[src/rtl/accum_warp_looper_arbiter_if.sv]
// Handshake bundle between the config-stream requesters, the warp-looper arbiter
// and the downstream consumer; the arbiter takes the slave view.
package TauCfg;
    localparam int N_ICFG         = 3;
    localparam int GLOBAL_ADDR_BW = 32;
endpackage

interface accum_warp_looper_arbiter_if #(
    parameter int N_CFG = TauCfg::N_ICFG,
    parameter int ABW   = TauCfg::GLOBAL_ADDR_BW
);
    localparam int NCFG_BW = $clog2(N_CFG + 1);

    logic                          start_dval;
    logic [N_CFG-1:0]              req_rdy;
    logic [N_CFG-1:0]              req_ack;
    logic [N_CFG-1:0][ABW-1:0]     i_linear;
    logic [N_CFG-1:0]              i_retire;
    logic [N_CFG-1:0]              i_islast;

    logic                          dst_rdy;
    logic                          dst_ack;
    logic [NCFG_BW-1:0]            o_id;
    logic [ABW-1:0]                o_linear;
    logic                          o_retire;
    logic                          o_islast;

    logic                          fin_dval;
    logic [NCFG_BW-1:0]            o_fin_id;
    logic                          o_done;

    modport slave (
        input  start_dval, req_rdy, i_linear, i_retire, i_islast, dst_ack,
        output req_ack, dst_rdy, o_id, o_linear, o_retire, o_islast,
        output fin_dval, o_fin_id, o_done
    );

    modport master (
        output start_dval, req_rdy, i_linear, i_retire, i_islast, dst_ack,
        input  req_ack, dst_rdy, o_id, o_linear, o_retire, o_islast,
        input  fin_dval, o_fin_id, o_done
    );
endinterface

[src/rtl/accum_warp_looper_arbiter.sv]
// Round-robin arbiter that funnels per-config warp requests into a single
// registered output slot, tracking which configs have delivered their last warp.
module accum_warp_looper_arbiter #(
    parameter int N_CFG = TauCfg::N_ICFG,
    parameter int ABW   = TauCfg::GLOBAL_ADDR_BW
) (
    input  logic                              i_clk,
    input  logic                              i_rst,
    accum_warp_looper_arbiter_if.slave        bus
);
    localparam int                 NCFG_BW   = $clog2(N_CFG + 1);
    localparam logic [NCFG_BW-1:0] PTR_RESET = NCFG_BW'(N_CFG - 1);
    localparam logic [NCFG_BW:0]   N_WIDE    = (NCFG_BW + 1)'(N_CFG);

    logic [N_CFG-1:0]   finished;
    logic [N_CFG-1:0]   finished_nxt;
    logic [N_CFG-1:0]   pending_last;
    logic [N_CFG-1:0]   pending_nxt;
    logic [N_CFG-1:0]   eligible;
    logic [NCFG_BW-1:0] ptr;
    logic [NCFG_BW-1:0] winner;
    logic [NCFG_BW:0]   idx;
    logic               any_elig;
    logic               armed;
    logic               slot_load;
    logic               grant;
    logic               fin;

    logic               dst_rdy_q;
    logic [NCFG_BW-1:0] id_q;
    logic [ABW-1:0]     linear_q;
    logic               retire_q;
    logic               islast_q;

    // An id with its last beat still sitting in the slot must not win again.
    assign eligible  = bus.req_rdy & ~finished & ~pending_last;
    assign slot_load = !dst_rdy_q || bus.dst_ack;
    assign grant     = armed && slot_load && any_elig;
    assign fin       = bus.dst_ack && dst_rdy_q && islast_q;

    // NOTE: every variable written here gets a default first, so no path leaves it unassigned and no latch is inferred.
    always_comb begin
        winner   = '0;
        any_elig = 1'b0;
        idx      = '0;
        for (int k = 1; k <= N_CFG; k++) begin
            idx = {1'b0, ptr} + (NCFG_BW + 1)'(k);
            if (idx >= N_WIDE) begin
                idx = idx - N_WIDE;
            end
            if (!any_elig && eligible[idx[NCFG_BW-1:0]]) begin
                any_elig = 1'b1;
                winner   = idx[NCFG_BW-1:0];
            end
        end
    end

    always_comb begin
        bus.req_ack = '0;
        if (grant) begin
            bus.req_ack[winner] = 1'b1;
        end
    end

    // A new pass wipes both masks, but a last beat still waiting in the slot keeps its block.
    always_comb begin
        finished_nxt = finished;
        pending_nxt  = pending_last;
        if (fin) begin
            finished_nxt[id_q] = 1'b1;
            pending_nxt[id_q]  = 1'b0;
        end
        if (bus.start_dval) begin
            finished_nxt = '0;
            pending_nxt  = '0;
            if (dst_rdy_q && islast_q && !bus.dst_ack) begin
                pending_nxt[id_q] = 1'b1;
            end
        end
        if (grant && bus.i_islast[winner]) begin
            pending_nxt[winner] = 1'b1;
        end
    end

    // Holds off arbitration for the first cycle after reset release.
    // NOTE: sequential state uses non-blocking assignments so every flop samples pre-edge values.
    always_ff @(posedge i_clk or posedge i_rst) begin
        if (i_rst) begin
            armed <= 1'b0;
        end else begin
            armed <= 1'b1;
        end
    end

    always_ff @(posedge i_clk or posedge i_rst) begin
        if (i_rst) begin
            finished     <= '0;
            pending_last <= '0;
            ptr          <= PTR_RESET;
        end else begin
            finished     <= finished_nxt;
            pending_last <= pending_nxt;
            if (bus.start_dval) begin
                ptr <= PTR_RESET;
            end else if (grant) begin
                ptr <= winner;
            end
        end
    end

    always_ff @(posedge i_clk or posedge i_rst) begin
        if (i_rst) begin
            dst_rdy_q <= 1'b0;
            id_q      <= '0;
            linear_q  <= '0;
            retire_q  <= 1'b0;
            islast_q  <= 1'b0;
        end else if (grant) begin
            dst_rdy_q <= 1'b1;
            id_q      <= winner;
            linear_q  <= bus.i_linear[winner];
            retire_q  <= bus.i_retire[winner];
            islast_q  <= bus.i_islast[winner];
        end else if (bus.dst_ack) begin
            dst_rdy_q <= 1'b0;
        end
    end

    assign bus.dst_rdy  = dst_rdy_q;
    assign bus.o_id     = id_q;
    assign bus.o_linear = linear_q;
    assign bus.o_retire = retire_q;
    assign bus.o_islast = islast_q;
    assign bus.fin_dval = fin;
    assign bus.o_fin_id = id_q;
    assign bus.o_done   = &finished;
endmodule

[src/flat_wrapper.sv]
// flat-port wrapper written by rule: the top's interface ports become plain ports
module accum_warp_looper_arbiter_flat 
#(
    parameter int N_CFG = TauCfg::N_ICFG,
    parameter int ABW   = TauCfg::GLOBAL_ADDR_BW
)
  (i_clk, i_rst, bus_start_dval, bus_req_rdy, bus_i_linear, bus_i_retire, bus_i_islast, bus_dst_ack, bus_req_ack, bus_dst_rdy, bus_o_id, bus_o_linear, bus_o_retire, bus_o_islast, bus_fin_dval, bus_o_fin_id, bus_o_done);
  accum_warp_looper_arbiter_if #(.N_CFG(N_CFG), .ABW(ABW)) bus_i ();
  input  logic i_clk;
  input  logic i_rst;
  input wire logic [$bits(bus_i.start_dval)-1:0] bus_start_dval;
  input wire logic [$bits(bus_i.req_rdy)-1:0] bus_req_rdy;
  input wire logic [$bits(bus_i.i_linear)-1:0] bus_i_linear;
  input wire logic [$bits(bus_i.i_retire)-1:0] bus_i_retire;
  input wire logic [$bits(bus_i.i_islast)-1:0] bus_i_islast;
  input wire logic [$bits(bus_i.dst_ack)-1:0] bus_dst_ack;
  output wire logic [$bits(bus_i.req_ack)-1:0] bus_req_ack;
  output wire logic [$bits(bus_i.dst_rdy)-1:0] bus_dst_rdy;
  output wire logic [$bits(bus_i.o_id)-1:0] bus_o_id;
  output wire logic [$bits(bus_i.o_linear)-1:0] bus_o_linear;
  output wire logic [$bits(bus_i.o_retire)-1:0] bus_o_retire;
  output wire logic [$bits(bus_i.o_islast)-1:0] bus_o_islast;
  output wire logic [$bits(bus_i.fin_dval)-1:0] bus_fin_dval;
  output wire logic [$bits(bus_i.o_fin_id)-1:0] bus_o_fin_id;
  output wire logic [$bits(bus_i.o_done)-1:0] bus_o_done;
  assign bus_i.start_dval = bus_start_dval;
  assign bus_i.req_rdy = bus_req_rdy;
  assign bus_i.i_linear = bus_i_linear;
  assign bus_i.i_retire = bus_i_retire;
  assign bus_i.i_islast = bus_i_islast;
  assign bus_i.dst_ack = bus_dst_ack;
  assign bus_req_ack = bus_i.req_ack;
  assign bus_dst_rdy = bus_i.dst_rdy;
  assign bus_o_id = bus_i.o_id;
  assign bus_o_linear = bus_i.o_linear;
  assign bus_o_retire = bus_i.o_retire;
  assign bus_o_islast = bus_i.o_islast;
  assign bus_fin_dval = bus_i.fin_dval;
  assign bus_o_fin_id = bus_i.o_fin_id;
  assign bus_o_done = bus_i.o_done;
  accum_warp_looper_arbiter #(.N_CFG(N_CFG), .ABW(ABW)) u_core (.i_clk(i_clk), .i_rst(i_rst), .bus(bus_i));
endmodule
[config.mk]
export PLATFORM = sky130hd
export DESIGN_NAME = accum_warp_looper_arbiter_flat
export DESIGN_NICKNAME = d
export VERILOG_FILES = /design/src/rtl/accum_warp_looper_arbiter_if.sv /design/src/rtl/accum_warp_looper_arbiter.sv /design/src/flat_wrapper.sv
export SDC_FILE = /design/constraint.sdc
export NUM_CORES = 1
export LEC_CHECK = 0
export ABC_AREA = 0
export BUFFER_PORTS_ARGS = -buffer_cell sky130_fd_sc_hd__clkbuf_2
export CORE_ASPECT_RATIO = 1.25
export CORE_MARGIN = 10
export CORE_UTILIZATION = 49
export DETAILED_ROUTE_END_ITERATION = 10
export PLACE_DENSITY = 0.94
export SLEW_MARGIN = 5
export SYNTH_ARGS = -nofsm -noshare
export SYNTH_HDL_FRONTEND = slang
export SYNTH_SLANG_ARGS = --single-unit
[constraint.sdc]
create_clock -name i_clk -period 5.6 [get_ports i_clk]
set_input_delay 0.28 -clock i_clk [delete_from_list [all_inputs] [get_ports i_clk]]
set_output_delay 0.28 -clock i_clk [all_outputs]
set_load 0.03 [all_outputs]
==> results.sh <==
export IMPL_final_cell_mix="clkbuf_2 (152), nor2_1 (46), dfrtp_1 (45)"
export IMPL_crit_chain="inv_1 -> ha_1 -> and3_2 -> o2bb2ai_1 -> o21ai_0 -> nand2_2 -> nor3_4 -> clkbuf_2"
export IMPL_dp_cells=447
export IMPL_ys_seq_elements=46
export IMPL_clock_root_buffer="clkbuf_8"
export IMPL_critPathMaxFanout=37
export IMPL_path_clk_slew_ns=0.09
export IMPL_via_per_inst=5.97
export IMPL_layout_drive_gt1_share_pct=53.5
export IMPL_cts_resized_gates=0
export IMPL_wl_um=9100
export IMPL_status="completed"
export IMPL_slew_headroom_pct=34.7
export IMPL_rows=30
export IMPL_worstMarginPinSlew_ns=0.978
export IMPL_layout_commonest_cell="clkbuf_2"
export IMPL_clkLatencyLatePin_ns=0.29
export IMPL_ys_warnings_count=0
export IMPL_setup_viol=0
export IMPL_max_stage_delay_ns=0.87
export IMPL_setup_tns_ns=0
export IMPL_cp_required_ns=5.32
export IMPL_gp_congestion=0.902
export IMPL_cts_buffers=5
export IMPL_drt_initial_drc_count=159
export IMPL_clockBufferDepth=2
export IMPL_p_leak_nw=1.74
export IMPL_initial_core_util_pct=51.4
export IMPL_dieArea_um2=9240
export IMPL_area_growth_syn_to_layout_pct=27.5
export IMPL_ys_types=49
export IMPL_path_class="reg -> out"
export IMPL_finalHoldViolations=0
export IMPL_antenna_found_initial=0
export IMPL_post_route_min_period_ns=4.04
export IMPL_fin_nets=502
export IMPL_ioPinCount=153
export IMPL_synth_ff_type="dfrtp_1"
export IMPL_yosysSeqAreaShare_pct=40.7
export IMPL_syn_avg_cell_area_um2=11.4
export IMPL_skew_ns=0.00452
export IMPL_hold_worst_slack_ns=0.187
export IMPL_cap_violations=0
export IMPL_fin_util_pct=65.5
export IMPL_fin_cells=455
export IMPL_dr_pass1_iters=5
export IMPL_grt_util_all_layers_pct=19.0
export IMPL_hpwl_um=7070
export IMPL_syn_area_um2=2830
export IMPL_cts_hold_buf=0
export IMPL_multi_input_area_um2=1470
export IMPL_synth_edff_count=0
export IMPL_fp_coreArea_um2=5520
export IMPL_gr_total_overflow=0
export IMPL_period_share_pct=72.2
export IMPL_endpoint_kind="output port"
export IMPL_netlist_instances=248
export IMPL_syn_num_nets=360
export IMPL_die_height_um=105
export IMPL_vias=2715
export IMPL_die_x_um=88.0
export IMPL_cts_tree="built"
export IMPL_grt_pass1_wl_um=14400
export IMPL_first_global_vias=2926
export IMPL_ant_nets=0
export IMPL_fillerInstances=458
export IMPL_drv_slew=0
export IMPL_wire_per_inst_um=20.0
export IMPL_startpoint_type="register"
export IMPL_synthArstFlopShare_pct=100
export IMPL_htreeDepth=2
export IMPL_hp_class="in -> async"
export IMPL_regArea_um2=1150
export IMPL_drcViolationCount=0
export IMPL_power_density_nw_per_um2=695
export IMPL_rsz0062_at_grt="false"
export IMPL_fin_total_pwr_mw=2.51
export IMPL_grt_start_max_net_pins=47
export IMPL_cts_sinks=46
export IMPL_fmax_mhz=247
export IMPL_cp_arrival_ns=3.76
export IMPL_port_buffers=152
export IMPL_ir_worst_vdd_mv=0.302
export IMPL_critPathSlowestCell="nor3_4"
export IMPL_cts_setup_buffers=0
export IMPL_num_antenna_cells=0
[power by group]
| group | switching, mW | internal [mW] | total (mW) |
|---|---|---|---|
| combinational | 1.10 | 0.573 | 1.68 |
| sequential | 0.120 | 0.503 | 0.623 |
| clock | 0.112 | 0.0993 | 0.212 |
[Yosys cell counts, types with 2 or more instances]
cell type | number | share of area [%]
a21o_1 | 2 | 0.53
ha_1 | 3 | 1.3
a211oi_1 | 2 | 0.53
nand2_1 | 5 | 0.66
buf_4 | 4 | 1.1
nand3_1 | 3 | 0.53
nand2b_1 | 2 | 0.44
clkbuf_1 | 5 | 0.66
dfrtp_1 | 45 | 40
nor3_4 | 2 | 1.1
o21ai_0 | 3 | 0.53
or4b_4 | 2 | 0.97
o2bb2ai_1 | 12 | 3.7
inv_1 | 5 | 0.66
a221oi_1 | 35 | 11
nor3_1 | 3 | 0.53
o2bb2ai_2 | 23 | 12
a21oi_1 | 5 | 0.88
dlymetal6s2s_1 | 2 | 0.88
buf_6 | 9 | 3.6
nor2_1 | 46 | 6.1
nor3b_1 | 2 | 0.53
a21o_2 | 2 | 0.62
[layer usage]
metal  global-route usage [%]  vias up  share of wire, %
li1                         -     1248                 -
met4                     7.87        0               3.1
met3                     5.75       31               9.5
met5                        0        -                 0
met1                     20.2     1275                35
met2                     33.3      161                53
[sequential cells by signal, summed over array words and instances (netlist names)]
name / cells
u_core.pending_last: 3
u_core.finished: 3
u_core.bus.o_islast: 1
u_core.bus.o_linear: 32
u_core.bus.o_fin_id: 2
u_core.bus.o_retire: 1
u_core.armed: 1
u_core.ptr: 2
u_core.bus.dst_rdy: 1
[per-stage QoR]
stage / area (um2) / setup slack, ns
final: 3610 / 1.56
after global routing: 3610 / 1.25
after CTS: 3610 / 1.56
after detailed placement: 3520 / 1.91
after global placement: 3520 / 2.02
after floorplan: 2830 / 2.72
[area by class of cell]
class	count	area share (%)
Sequential cell	46	31.9
Multi-Input combinational cell	175	40.7
Clock buffer	6	2.29
Tap cell	64	2.22
Timing Repair Buffer	157	22.1
Inverter	5	0.519
Clock inverter	2	0.346
[cells by family after synthesis]
family	after synthesis	share of synthesized area [%]
buf+inv	27	7.51
flops	46	40.7
simple gates	78	15.9
compound gates	93	34.5
other cells	1	0.132
fa+ha+maj	3	1.32
[critical path: cells and delay by family (launching register included)]
kind / cells / cell delay, ns
AND/OR/NAND/NOR: 3 / 1.60
flip-flops: 1 / 0.53
buffers and inverters: 2 / 0.48
adder cells (fa/ha/maj): 1 / 0.46
AO/OA/AOI/OAI: 2 / 0.36
[worst paths after layout]
| path | from | endpoint | slack [ns] | depth (start not counted) |
|---|---|---|---|---|
| max in group asynchronous | i_rst | u_core.bus.o_linear[22] | 4.81 | 2 |
| max | u_core.ptr[0] | bus_req_ack[0] | 1.56 | 8 |
| min reg2reg | u_core.bus.o_linear[23] | u_core.bus.o_linear[23] | 0.53 | 2 |
| min in group i_clk | bus_i_linear[23] | u_core.bus.o_linear[23] | 0.19 | 2 |
| min | i_rst | u_core.bus.o_linear[29] | 0.19 | 2 |
| max reg2reg | u_core.ptr[0] | u_core.bus.o_linear[4] | 1.89 | 9 |
No activity file was read; power rests on OpenSTA's default activity.
